`src/rtl/controlador_alarme_cinto.sv`:
```
// Seat-belt warning controller: synchronised and debounced cabin inputs drive
// a grace / blinking-alert / silenced sequence on the dashboard lamp and chime.
module controlador_alarme_cinto #(
    parameter int TICK_DIV = 1000,
    parameter int DEB      = 4,
    parameter int T_GRACE  = 10,
    parameter int T_BLINK  = 2,
    parameter int T_ALARM  = 60
) (
    input  logic       clk,
    input  logic       rst_n,
    input  logic       motorista,
    input  logic       cinto,
    input  logic       ignicao,
    output logic       luz,
    output logic       sirene,
    output logic [2:0] estado
);

    localparam logic [2:0] DESLIGADO = 3'd0;
    localparam logic [2:0] MONITOR   = 3'd1;
    localparam logic [2:0] CARENCIA  = 3'd2;
    localparam logic [2:0] ALERTA    = 3'd3;
    localparam logic [2:0] SILENCIO  = 3'd4;

    localparam int TMAX = (T_GRACE > T_ALARM) ? T_GRACE : T_ALARM;
    localparam int TW   = $clog2(TMAX + 1);
    localparam int PW   = (TICK_DIV > 2) ? $clog2(TICK_DIV) : 1;
    localparam int BW   = $clog2(T_BLINK + 1);
    localparam int DW   = $clog2(DEB + 1);

    logic [1:0]    mot_r, cin_r, ign_r;
    logic          mot_s, cinto_s, ign_s;
    logic          cinto_d;
    logic [DW-1:0] deb_cnt;
    logic [PW-1:0] pre_cnt;
    logic          tick;
    logic          cond;
    logic [TW-1:0] tmr;
    logic [BW-1:0] bcnt, bcnt_nxt;
    logic          phase, phase_nxt;
    logic [2:0]    nxt;

    assign mot_s   = mot_r[1];
    assign cinto_s = cin_r[1];
    assign ign_s   = ign_r[1];
    assign cond    = mot_s & ~cinto_d & ign_s;
    assign tick    = (pre_cnt == PW'(TICK_DIV - 1));

    // Two-flop synchronisers for the asynchronous cabin sensors
    always_ff @(posedge clk or negedge rst_n) begin
        if (!rst_n) begin
            mot_r <= '0;
            cin_r <= '0;
            ign_r <= '0;
        end else begin
            mot_r <= {mot_r[0], motorista};
            cin_r <= {cin_r[0], cinto};
            ign_r <= {ign_r[0], ignicao};
        end
    end

    // Belt debounce: accept a new value after DEB consecutive differing samples
    always_ff @(posedge clk or negedge rst_n) begin
        if (!rst_n) begin
            cinto_d <= 1'b0;
            deb_cnt <= '0;
        end else if (cinto_s == cinto_d) begin
            deb_cnt <= '0;
        end else if (deb_cnt == DW'(DEB - 1)) begin
            cinto_d <= cinto_s;
            deb_cnt <= '0;
        end else begin
            deb_cnt <= deb_cnt + 1'b1;
        end
    end

    // Free-running prescaler producing one tick every TICK_DIV cycles
    always_ff @(posedge clk or negedge rst_n) begin
        if (!rst_n)    pre_cnt <= '0;
        else if (tick) pre_cnt <= '0;
        else           pre_cnt <= pre_cnt + 1'b1;
    end

    // Next-state logic; ignition loss overrides everything
    always_comb begin
        nxt = estado;
        if (!ign_s) begin
            nxt = DESLIGADO;
        end else begin
            case (estado)
                DESLIGADO: nxt = MONITOR;
                MONITOR:   if (cond) nxt = CARENCIA;
                CARENCIA:
                    if (!cond) nxt = MONITOR;
                    else if (tick && tmr == TW'(T_GRACE - 1)) nxt = ALERTA;
                ALERTA:
                    if (!cond) nxt = MONITOR;
                    else if (tick && tmr == TW'(T_ALARM - 1)) nxt = SILENCIO;
                SILENCIO:  if (!cond) nxt = MONITOR;
                default:   nxt = DESLIGADO;
            endcase
        end
    end

    // Blink phase: starts lit on alert entry, toggles every T_BLINK ticks
    always_comb begin
        phase_nxt = phase;
        bcnt_nxt  = bcnt;
        if (nxt == ALERTA && estado != ALERTA) begin
            phase_nxt = 1'b1;
            bcnt_nxt  = '0;
        end else if (nxt == ALERTA && tick) begin
            if (bcnt == BW'(T_BLINK - 1)) begin
                phase_nxt = ~phase;
                bcnt_nxt  = '0;
            end else begin
                bcnt_nxt = bcnt + 1'b1;
            end
        end
    end

    // State, per-state tick timer, blink registers and registered outputs
    always_ff @(posedge clk or negedge rst_n) begin
        if (!rst_n) begin
            estado <= DESLIGADO;
            tmr    <= '0;
            bcnt   <= '0;
            phase  <= 1'b0;
            luz    <= 1'b0;
            sirene <= 1'b0;
        end else begin
            estado <= nxt;
            // a tick coinciding with the state change is deliberately dropped
            if (nxt != estado) tmr <= '0;
            else if (tick)     tmr <= tmr + 1'b1;
            bcnt  <= bcnt_nxt;
            phase <= phase_nxt;
            case (nxt)
                CARENCIA, SILENCIO: begin luz <= 1'b1;      sirene <= 1'b0;      end
                ALERTA:             begin luz <= phase_nxt; sirene <= phase_nxt; end
                default:            begin luz <= 1'b0;      sirene <= 1'b0;      end
            endcase
        end
    end

endmodule

```
`config.mk`:
```
export PLATFORM = sky130hd
export DESIGN_NAME = controlador_alarme_cinto
export DESIGN_NICKNAME = d
export VERILOG_FILES = /design/src/rtl/controlador_alarme_cinto.sv
export SDC_FILE = /design/constraint.sdc
export NUM_CORES = 1
export LEC_CHECK = 0
export ABC_AREA = 0
export CAP_MARGIN = 20
export CORE_ASPECT_RATIO = 0.75
export CORE_MARGIN = 2
export CORE_UTILIZATION = 62
export DETAILED_ROUTE_END_ITERATION = 10
export GPL_TIMING_DRIVEN = 0
export PLACE_DENSITY = 0.95
export SYNTH_ARGS = -nofsm -noshare
export SYNTH_HDL_FRONTEND = slang
export SYNTH_SLANG_ARGS = --single-unit
```
`constraint.sdc`:
```
create_clock -name clk -period 5.2 [get_ports clk]
set_input_delay 1.04 -clock clk [delete_from_list [all_inputs] [get_ports clk]]
set_output_delay 1.04 -clock clk [all_outputs]
set_load 0.005 [all_outputs]
```
==> out/results.txt, run 1 <==
status - complete, no violations
final period demand of the worst path - 2.457 ns
RSZ-0062 raised after global routing - false
via/cell ratio - 5.905
antenna violations before repair - 0
die height - 48.12 um
endpoint of the worst-slack reg-to-reg timing path - tmr[2]
total iterations of the first detailed-routing run - 4
Core ar. - 2384 um^2
clock tree from TritonCTS - built
number of buffers inserted by post-CTS setup repair - 0
average size of a mapped cell - 10.80 um^2
drt first-iter violations - 95
maximum fanout along the worst path - 9
VDD IR-drop max - 0.0001709 V
count of state elements after synthesis - 34
CTS clock-pin slew for the worst setup and hold paths - 0.09 ns
sequential cell area - 850.8 um^2
cell area after technology mapping - 1609 um^2
grt ovf - 0
Worst Hold Depth - 0
data required time of the worst path - 4.16 ns
min setup slack post-route - 2.743 ns
PostCTS Resize Cnt - 0
fraction of the yosys area taken by sequential cells - 52.88%
number of buffers on the longest clock path - 2
slack of the worst reg-to-reg path - 2.92 ns
achievable clock frequency - 407.1 MHz
Hold Slack - 0.3542 ns
Synth Instances - 149
slew at the pin closest to its max-slew limit - 0.7150 ns
CTS Hold Buffers Added - 0
number of DRC violations after detailed routing - 0
async set-reset flop share out of synthesis - 100.0%
Antenna Violating Nets Remaining - 0
slew margin rel. - 52.34%
post-route core utilization - 75.38%
layout cells sized above 1 - 9.639%
clk root buf - sky130_fd_sc_hd__clkbuf_4
first-pass GRT wire length - 4.981 mm
Pins Over Slew Limit - 0
wire length per cell after detailed routing - 14.52 um
PortBufs - 9
Synth-to-Final Area Change - 11.66%
Slowest-stage cell, CP - sky130_fd_sc_hd__clkdlybuf4s50_1
overall power after layout - 0.0005234 W
cell count of the worst reg-to-reg path - 5
most instantiated library cell after synthesis - sky130_fd_sc_hd__dfrtp_1
number of max-cap violations - 0
area used by multi-input combinational logic - 733.2 um^2
most used flip-flop cell after synthesis - sky130_fd_sc_hd__dfrtp_1
number of nets in the finished design - 174
worst setup path startpoint - estado[2]
largest net degree at the start of global routing - 35
layout filler cell count - 163
number of placement rows - 15
area share of the largest cell type after synthesis - 52.88%
total I/O pin count - 10
Fin Setup TNS - 0 ns
Synth area leaders - sky130_fd_sc_hd__dfrtp_1 53%, sky130_fd_sc_hd__nor2_1 4.2%, sky130_fd_sc_hd__xnor2_1 3.8%
number of unique standard cell types used by synthesis - 40
Skew-Pair Late Insertion Delay - 0.35 ns
Yosys top cell by area - sky130_fd_sc_hd__dfrtp_1
WP buf/inv - 1
Power per Cell Area - 291.3 nW/um^2
post-DP HPWL - 2.088 mm
Worst Path Class, Setup - reg2out
Total GRT Usage - 22.82%
# clock sinks - 34
synthesized net count - 158
routability congestion estimate from global placement - 0.8353
Diodes inserted - 0
chain of cells forming the critical path - clkdlybuf4s50_1
leakage power figure - 0.8255 nW
Chip Width - 62.83 um
hold worst-path end - cin_r[1]
final worst-path cycle share - 47.24%
area of the die - 3023 um^2
HP Class - reg2reg
start point of the worst hold path - cin_r[0]
total setup violations reported at the end of the flow - 0
Worst Setup End Kind - primary output
Yosys warning total - 0
commonest cells in the synthesized netlist - 34 x sky130_fd_sc_hd__dfrtp_1, 18 x sky130_fd_sc_hd__nor2_1, 13 x sky130_fd_sc_hd__nand2_1
count of flip-flops with a built-in enable after synthesis - 0
number of hold violations in the final report - 0
kind of cell with the highest combined delay on the critical path - buffers and inverters
total CTS buffers - 5
largest stage delay on the critical path - 0.57 ns
critical path data arrival time - 1.42 ns
aggregate routed wire length - 2.904 mm
effective utilization at floorplan - 67.51%
number of global-route vias before repair - 1154
routed vias - 1181
worst clock skew - 0.01049 ns
worst r2r src - pre_cnt[3]
H-tree levels - 2
Critical Path Start Type - flip-flop
DP Worst Slack - 2.989 ns
-- through the flow --
step                std cells  instance area [um^2]
floorplan                 149                  1609
global placement          192                  1742
detailed placement        192                  1737
CTS                       200                  1797
global route              200                  1797
finish                    200                  1797
-- layer usage --
layer  share of wire, %  wire [um]  GRT usage, %
met4                1.2         36         10.22
met2                 48       1389         39.14
met1                 45       1305         26.28
met5                  0          0             0
met3                5.9        172         9.931
-- power breakdown --
group	switching [W]	total [W]	internal (W)
sequential	0.0000128	0.000296	0.000283
combinational	0.0000411	0.0000762	0.0000351
clock	0.0000858	0.000151	0.0000654
-- flip-flops by register name, summed over array words and instances, names as in the netlist --
| register | count |
|---|---|
| bcnt | 2 |
| cin_r | 2 |
| cinto_d | 1 |
| deb_cnt | 3 |
| estado | 3 |
| ign_r | 2 |
| luz | 1 |
| mot_r | 2 |
| phase | 1 |
| pre_cnt | 10 |
| sirene | 1 |
| tmr | 6 |
-- final cells by class --
class / count / share of cell area [%]
plain buffers: 3 / 0.7660
clock buffers: 7 / 3.064
clock inverters: 1 / 0.2786
inverters: 3 / 0.6267
multi-input cells: 109 / 40.81
flip-flops and latches: 34 / 47.35
well taps: 34 / 2.368
repair buffers: 9 / 4.735
-- cells in the final DEF (no fill, tap or decap), types with 2 or more instances in the layout --
master and n:
sky130_fd_sc_hd__nand4_1 4, sky130_fd_sc_hd__nor3b_1 2, sky130_fd_sc_hd__nand3b_1 2, sky130_fd_sc_hd__clkbuf_1 2, sky130_fd_sc_hd__clkbuf_4 5, sky130_fd_sc_hd__clkdlybuf4s50_1 8
sky130_fd_sc_hd__xor2_1 7, sky130_fd_sc_hd__and3_1 3, sky130_fd_sc_hd__xnor2_1 7, sky130_fd_sc_hd__nor2b_1 7, sky130_fd_sc_hd__buf_2 3, sky130_fd_sc_hd__o21ai_0 3
sky130_fd_sc_hd__nand3_1 3, sky130_fd_sc_hd__nor3_1 2, sky130_fd_sc_hd__nand2_1 13, sky130_fd_sc_hd__inv_1 3, sky130_fd_sc_hd__ha_1 4, sky130_fd_sc_hd__a21oi_1 11
sky130_fd_sc_hd__o21a_1 2, sky130_fd_sc_hd__nor2_1 18, sky130_fd_sc_hd__dfrtp_1 34
-- how the worst max path moves through the flow --
stage	endpoint	slack [ns]	cells past startpoint
after floorplan	bcnt[0]	3.24	5
after global placement	cin_r[0]	2.48	1
after detailed placement	tmr[2]	2.99	5
after CTS	estado[2]	2.75	1
after global routing	estado[2]	2.69	1
final	estado[2]	2.74	1
-- logic make-up (layout without fill, tap and decap cells) --
family | after synthesis | in the layout | share of synthesized area (%)
DFF | 34 | 34 | 52.88
adders and majority gates | 4 | 4 | 3.111
and+or+nand+nor | 64 | 64 | 23.09
buffers and inverters | 6 | 23 | 1.555
muxes | 1 | 1 | 0.6998
AOI/OAI and AO/OA | 26 | 26 | 11.04
xor gates and xnor gates | 14 | 14 | 7.621
Note: power is estimated with default switching activity, not from simulation.
==> run 2, diff against run 1 <==
--- a/config.mk
+++ b/config.mk
@@ -9,10 +9,10 @@
 export CAP_MARGIN = 20
 export CORE_ASPECT_RATIO = 0.75
 export CORE_MARGIN = 2
-export CORE_UTILIZATION = 62
+export CORE_UTILIZATION = 52
 export DETAILED_ROUTE_END_ITERATION = 10
 export GPL_TIMING_DRIVEN = 0
-export PLACE_DENSITY = 0.95
+export PLACE_DENSITY = 0.86
 export SYNTH_ARGS = -nofsm -noshare
 export SYNTH_HDL_FRONTEND = slang
 export SYNTH_SLANG_ARGS = --single-unit
==> constraint.sdc (replaced) <==
create_clock -name clk -period 1.99 [get_ports clk]
set_input_delay 0.398 -clock clk [delete_from_list [all_inputs] [get_ports clk]]
set_output_delay 0.398 -clock clk [all_outputs]
set_load 0.005 [all_outputs]
==> out/results.txt, run 2 (synthesis results as in run 1) <==
routed vias - 1205
HP Class - in2async
destination of the critical timing path - tmr[1]
die height - 52.18 um
status - complete, no violations
Diodes inserted - 0
achievable clock frequency - 502.5 MHz
# clock sinks - 34
first-pass GRT wire length - 5.257 mm
part of the power in the clock network - 43.5%
total iterations of the first detailed-routing run - 4
Pins Over Slew Limit - 0
Total GRT Usage - 20.84%
largest stage delay on the critical path - 0.44 ns
switching fraction of total power - 23.56%
number of buffers on the longest clock path - 2
RSZ-0062 raised after global routing - true
data required time of the worst path - 2.14 ns
total setup violations reported at the end of the flow - 0
Switch Pwr - 0.0004139 W
critical path data arrival time - 2.14 ns
area of the die - 3560 um^2
number of hold violations in the final report - 0
Hold Slack - 0.1712 ns
Internal Pwr Total - 0.001343 W
VDD IR-drop max - 0.0006198 V
Critical Path Start Type - flip-flop
number of max-cap violations - 0
slew margin rel. - 50.65%
worst setup path startpoint - pre_cnt[3]
post-DP HPWL - 2.145 mm
number of placement rows - 17
aggregate routed wire length - 3.230 mm
clock tree from TritonCTS - built
PortBufs - 9
register with the highest flop count - pre_cnt
layout filler cell count - 214
maximum fanout along the worst path - 6
Worst Setup End Kind - flip-flop
Chip Width - 68.23 um
Final Instance Area - 1976 um^2
wire length per cell after detailed routing - 15.31 um
Placed Area - 1742 um^2
largest net degree at the start of global routing - 35
grt ovf - 0
Core ar. - 2935 um^2
worst r2r src - pre_cnt[3]
antenna violations before repair - 0
Power per Cell Area - 889.3 nW/um^2
Worst Path Class, Setup - reg2reg
slew at the pin closest to its max-slew limit - 0.7402 ns
overall power after layout - 0.001757 W
Sequential Power Share - 44.1%
final worst-path cycle share - 100.0%
Slowest-stage cell, CP - sky130_fd_sc_hd__or3b_4
Regs by FF count - pre_cnt x10, tmr x6
chain of cells forming the critical path - or3b_4 -> nor4_4 -> nor3b_2 -> o2111ai_4 -> a221oi_1
cell count of the worst reg-to-reg path - 5
endpoint of the worst-slack reg-to-reg timing path - tmr[1]
area used by multi-input combinational logic - 774.5 um^2
clk root buf - sky130_fd_sc_hd__clkbuf_8
Synth-to-Final Area Change - 22.78%
slack of the worst reg-to-reg path - 0.00003 ns
number of nets in the finished design - 181
total I/O pin count - 10
most frequent cells in the layout - 33 x sky130_fd_sc_hd__dfrtp_1, 18 x sky130_fd_sc_hd__nor2_1, 12 x sky130_fd_sc_hd__nand2_1, 9 x sky130_fd_sc_hd__a21oi_1, 8 x sky130_fd_sc_hd__clkdlybuf4s50_1
number of global-route vias before repair - 1150
total CTS buffers - 5
Fin Setup TNS - 0 ns
leakage power figure - 0.8981 nW
CTS clock-pin slew for the worst setup and hold paths - 0.07 ns
H-tree levels - 2
min setup slack post-route - 0.00003442 ns
final period demand of the worst path - 1.990 ns
most common library cell in the layout ignoring fill and taps - sky130_fd_sc_hd__dfrtp_1
Comb power frac - 12.4%
number of DRC violations after detailed routing - 0
effective utilization at floorplan - 54.82%
drt first-iter violations - 132
Antenna Violating Nets Remaining - 0
via/cell ratio - 5.711
Skew-Pair Late Insertion Delay - 0.29 ns
DP Worst Slack - -0.2424 ns
sequential cell area - 852.1 um^2
routability congestion estimate from global placement - 0.8683
layout cells sized above 1 - 19.08%
max FFs per register - 10
worst clock skew - 0.001849 ns
run 2: cell types whose count changed in the layout (fill, tap and decap cells not counted), moves of 2 or more:
cell	previous run	this run
sky130_fd_sc_hd__buf_4	0	7
sky130_fd_sc_hd__clkbuf_1	2	0
sky130_fd_sc_hd__a21oi_2	0	2
sky130_fd_sc_hd__clkbuf_8	1	5
sky130_fd_sc_hd__bufinv_16	0	2
sky130_fd_sc_hd__clkbuf_4	5	0
sky130_fd_sc_hd__a21oi_1	11	9
run 2: cell type report:
type	count	area share, %
Clock buffer	5	3.483
Inverter	3	0.5700
Multi-Input combinational cell	109	39.20
Buffer	3	0.7600
Tap cell	38	2.407
Sequential cell	34	43.13
Clock inverter	3	3.483
Timing Repair Buffer	16	6.966
run 2: what timing repair did:
action	in CTS	in global routing
setup buffers	3	4
resized for setup	1	10
hold buffers	0	0
pin swaps	3	5
setup endpoints to repair	9	10
run 2: per-layer routing:
metal | wire, um | up-vias | track usage [%]
met5 | 0 | - | 0
met4 | 42 | 0 | 8.333
met3 | 129 | 6 | 5.591
met2 | 1507 | 31 | 31.72
met1 | 1550 | 598 | 28.33
li1 | - | 570 | -
run 2: worst min path at each step:
stage                        start         to  slack [ns]  depth (start not counted)
after global routing         rst_n    bcnt[1]        0.22                          1
after global placement    cin_r[0]   cin_r[1]        0.34                          0
after CTS                    rst_n  estado[0]        0.20                          1
final                        rst_n    bcnt[1]        0.17                          1
after detailed placement  ign_r[0]   ign_r[1]        0.34                          0
after floorplan              rst_n    bcnt[0]        0.10                          0
run 2: power groups by stage:
stage          clock network [W]  registers (W)  logic (W)
6_report                0.000764       0.000775   0.000219
5_1_grt                 0.000812       0.000782   0.000250
4_1_cts                 0.000770       0.000776   0.000214
3_5_place_dp                   0       0.000790   0.000207
3_3_place_gp                   0       0.000783   0.000186
2_1_floorplan                  0       0.000779   0.000132
run 2: per-stage QoR:
stage               std cells  util (%)
detailed placement        196     59.34
floorplan                 149         -
global placement          196     59.51
finish                    211     67.31
global route              211     67.31
CTS                       207     65.00
run 2: critical path: cells and delay by family, from the launching register on:
kind            cells  cell delay, ns
simple gates        3            1.00
compound gates      2            0.44
flops               1            0.42
==> run 3, diff against run 2 <==
--- a/config.mk
+++ b/config.mk
@@ -6,7 +6,6 @@
 export NUM_CORES = 1
 export LEC_CHECK = 0
 export ABC_AREA = 0
-export CAP_MARGIN = 20
 export CORE_ASPECT_RATIO = 0.75
 export CORE_MARGIN = 2
 export CORE_UTILIZATION = 52
==> results of run 3 <==
Final layout, timing and power as in run 2 (identical DEF).
==> RTL change 1, RTL diff (config.mk and constraints of run 2) <==
Reset style: synchronous (`rst_n`), changed in 4 clocked blocks. Comments in the files are not updated.
--- a/src/rtl/controlador_alarme_cinto.sv
+++ b/src/rtl/controlador_alarme_cinto.sv
@@ -48,7 +48,7 @@
     assign tick    = (pre_cnt == PW'(TICK_DIV - 1));
 
     // Two-flop synchronisers for the asynchronous cabin sensors
-    always_ff @(posedge clk or negedge rst_n) begin
+    always_ff @(posedge clk) begin
         if (!rst_n) begin
             mot_r <= '0;
             cin_r <= '0;
@@ -61,7 +61,7 @@
     end
 
     // Belt debounce: accept a new value after DEB consecutive differing samples
-    always_ff @(posedge clk or negedge rst_n) begin
+    always_ff @(posedge clk) begin
         if (!rst_n) begin
             cinto_d <= 1'b0;
             deb_cnt <= '0;
@@ -76,7 +76,7 @@
     end
 
     // Free-running prescaler producing one tick every TICK_DIV cycles
-    always_ff @(posedge clk or negedge rst_n) begin
+    always_ff @(posedge clk) begin
         if (!rst_n)    pre_cnt <= '0;
         else if (tick) pre_cnt <= '0;
         else           pre_cnt <= pre_cnt + 1'b1;
@@ -121,7 +121,7 @@
     end
 
     // State, per-state tick timer, blink registers and registered outputs
-    always_ff @(posedge clk or negedge rst_n) begin
+    always_ff @(posedge clk) begin
         if (!rst_n) begin
             estado <= DESLIGADO;
             tmr    <= '0;
Behaviour: differs if rst_n is asserted again (counterexample within 4 cycles, from zero or initial values and one cycle with rst_n low); with rst_n held inactive, the same outputs for 10 cycles.
==> RTL change 1 against run 2 <==
- setup slack gained 0.11 ns
- utilization shrank 2.4 points
- design area shrank 2.2%
- sequential cell count is the same
- synthesized area grew 2.1%
- synthesized cell count grew 14%
- routed wire length grew 8.2%
- critical endpoint is now estado[0]
- non-clock buffer count grew 2
- first-iteration DRC count shrank 60%
Power is not compared: it rests on default switching activity, and its combinational part moved more than twofold at a synthesized area within 25%.
==> RTL change 1: results (changes against run 2) <==
| Metric | Value |
|---|---|
| First-pass GRT wire length | `5890 µm (+12%)` |
| Mapped Cells | `170 (+14%)` |
| Status | `finished clean` |
| Iter 0 DRT Violations | `53 (-60%)` |
| Largest net degree at the start of global routing | `11 (-69%)` |
| Met2 Use GR | `0.381 (+0.0643)` |
| Metal2 WL | `1770 µm (+18%)` |
| Finished Layout Cells | `229 (+8.5%)` |
| Max FO, Critical Path | `10 (+4)` |
| Placed Area | `1770 µm² (+1.7%)` |
| Total Power | `0.00124 W` |
| Synth Area in Compound Gates | `0.107 (-0.00303)` |
| Vias in the first global route | `1,292 (+12%)` |
| Adder-cell share of the synthesized area | `0.0381 (+0.00698)` |
| Xor/xnor cell area share of the yosys netlist | `0.0640 (-0.0122)` |
| Distinct cell type count after synthesis | `50 (+25%)` |
| CP max stage cell | `dfxtp_1` |
| Top cells by area, synth | `dfxtp_1 41%, xor2_1 4.8%, ha_1 3.8%, and2_1 3.0%, nor2_1 3.0%` |
| Met1 Resource Use GR | `0.264 (-0.0198)` |
| Max incr delay on CP | `0.33 ns (-0.11 ns)` |
| Final nets | `201 (+11%)` |
| Overall routing resource usage | `0.228 (+0.0192)` |
| Met3 Use GR | `0.0839 (+0.0280)` |
| Post-Syn Nets | `180 (+14%)` |
| Sequential area share after synthesis | `0.414 (-0.114)` |
| Fraction of registers with async set/reset | `0 (-1.00)` |
## RTL change 1: cell count changes after synthesis, sizes merged, moves of 6 or more
cell / change
and2: +8
nor3: +7
nand3: +6
dfrtp: -34
dfxtp: +34
## RTL change 1: timing repair
item                                   CTS  global route
setup buffers                            4             3
endpoints found under the hold margin    0             0
pin swaps                                2             2
resized for setup                        3             4
setup endpoints to repair               11            11
## RTL change 1: final cells by class
cell class,instances,area (µm²)
tap,38,47.5
clock inverter,2,10.0
multi-input combinational,124,926
sequential,34,683
fill,257,1050
clock buffer,5,68.8
timing repair buffer,15,133
inverter,5,18.8
buffer,6,45.0
## RTL change 1: path summary, 6_finish.rpt
path	to	slack, ns	cells past startpoint
worst max-delay path	estado[0]	0.11	6
worst min register to register	deb_cnt[0]	0.43	1
worst max register to register	estado[0]	0.11	6
worst min-delay path	estado[2]	0.41	3
==> RTL change 2, RTL diff (settings of run 2) <==
Made on the original files. Set the parameter `T_ALARM` to 120 (it was 60).
--- a/src/rtl/controlador_alarme_cinto.sv
+++ b/src/rtl/controlador_alarme_cinto.sv
@@ -5,7 +5,7 @@
     parameter int DEB      = 4,
     parameter int T_GRACE  = 10,
     parameter int T_BLINK  = 2,
-    parameter int T_ALARM  = 60
+    parameter int T_ALARM  = 120
 ) (
     input  logic       clk,
     input  logic       rst_n,
Formal check against the unedited RTL: same outputs for any inputs over 10 cycles, from zero or initial values and one cycle with rst_n low; that may be too few to reach the edited logic, so the function may still have changed.
==> RTL change 2 against run 2 <==
- sequential cell count increased by 1
- synthesized area increased by 6.6%
- critical path type unchanged
- setup slack improved by 0.059 ns
- critical endpoint is now bcnt[1]
- final cell count increased by 11%
- power decreased by 11%
- largest power group unchanged
- design area increased by 5.8%
- clock power decreased by 34%
- routed wire length increased by 14%
==> RTL change 2: results (changes against run 2) <==
| Metric | Value |
|---|---|
| Leak | `0.920 nW (+2.5%)` |
| Vias in the first global route | `1,310 (+14%)` |
| Met1 wire length | `1650 µm (+6.3%)` |
| R2r startpoint | `pre_cnt[4]` |
| Worst Path Arrival | `2.11 ns (-0.03 ns)` |
| Clock Pin Slew Worst Setup and Hold Paths | `0.07 ns (about the same)` |
| Post-Syn Nets | `178 (+13%)` |
| Metal2 WL | `1700 µm (+13%)` |
| Worst VDD drop | `0.541 mV (-13%)` |
| Post-Place Worst Slack | `-0.144 ns (+0.0983 ns)` |
| DPL Wire Length | `2380 µm (+11%)` |
| Layout cells sized above 1 | `0.227 (+0.0361)` |
| Finished Layout Cells | `234 (+11%)` |
| Biggest regs | `pre_cnt x10, tmr x7` |
| First-pass GRT wire length | `6120 µm (+16%)` |
| Mux share of post-synthesis cell area | `0.0182 (+0.0112)` |
| R2R cell count | `5 (unchanged)` |
| Post-CTS Resized | `7 (+6)` |
| Mapped Cells | `169 (+13%)` |
| Fmax | `0.518 GHz (+3.0%)` |
| CP max stage cell | `or3b_4` |
| Max FO, Critical Path | `4 (-2)` |
| Placed Area | `1850 µm² (+6.2%)` |
| Xor/xnor cell area share of the yosys netlist | `0.0715 (-0.00472)` |
| Distinct cell type count after synthesis | `43 (+7.5%)` |
| Final WL | `3700 µm (+14%)` |
| Final worst clock skew | `0.00642 ns (+0.00457 ns)` |
| Final nets | `202 (+12%)` |
| Synth cell count leaders | `35 x dfrtp_1, 20 x nor2_1, 13 x nor3_1` |
| Adder-cell share of the synthesized area | `0.0292 (-0.00193)` |
| Sequential area share after synthesis | `0.511 (-0.0182)` |
| Overall routing resource usage | `0.216 (+0.00778)` |
| Inst Count DP | `218 (+11%)` |
| Initial antenna violation count | `0 (unchanged)` |
| Largest net degree at the start of global routing | `36 (+2.9%)` |
| Iter 0 DRT Violations | `81 (-39%)` |
| Final hold slack | `0.159 ns (-0.0122 ns)` |
| R2r setup slk | `0.06 ns (+0.06 ns)` |
| Worst-Margin Slew | `0.747 ns (+0.00678 ns)` |
| Synth warnings | `0 (unchanged)` |
| Postcts setup bufs | `4 (+1)` |
| Fraction of registers with async set/reset | `1.00 (unchanged)` |
| Ys flop type | `dfrtp_1` |
| Routed wl met3 | `291 µm (+130%)` |
| Synth Area in Compound Gates | `0.0970 (-0.0134)` |
| Via/cell ratio | `5.87 (+2.8%)` |
| Top cells by area, synth | `dfrtp_1 51%, nor2_1 4.4%, xor2_1 4.1%, nor3_1 3.8%, xnor2_1 3.1%` |
| Final GP Congestion | `0.989 (+14%)` |
| Status | `finished clean` |
| Crit path to | `bcnt[1]` |
==> RTL change 2: cell types whose count changed after synthesis, moves of 3 or more <==
cell	run 2	this run
nor3_1	2	13
a21oi_1	11	6
nor2b_1	7	2
o21ai_0	3	7
or2_2	0	3
==> RTL change 2: layout make-up <==
| class | count | area [µm²] |
|---|---|---|
| buffer | 3 | 13.8 |
| clock buffer | 5 | 68.8 |
| clock inverter | 3 | 15.0 |
| fill | 246 | 1130 |
| inverter | 3 | 11.3 |
| multi-input combinational | 127 | 901 |
| sequential | 35 | 877 |
| tap | 40 | 50.0 |
| timing repair buffer | 18 | 153 |
==> RTL change 2: power by group <==
part           internal, W  total [W]  switching [W]
Combinational     0.000121   0.000258       0.000138
Sequential        0.000763   0.000808      0.0000454
Clock             0.000239   0.000503       0.000264
Total              0.00112    0.00157       0.000447
==> RTL change 2: layer usage <==
layer / vias up / GRT usage
met5: - / 0
met4: 0 / 0.0705
met3: 8 / 0.0880
met2: 51 / 0.335
met1: 667 / 0.281
li1: 648 / -
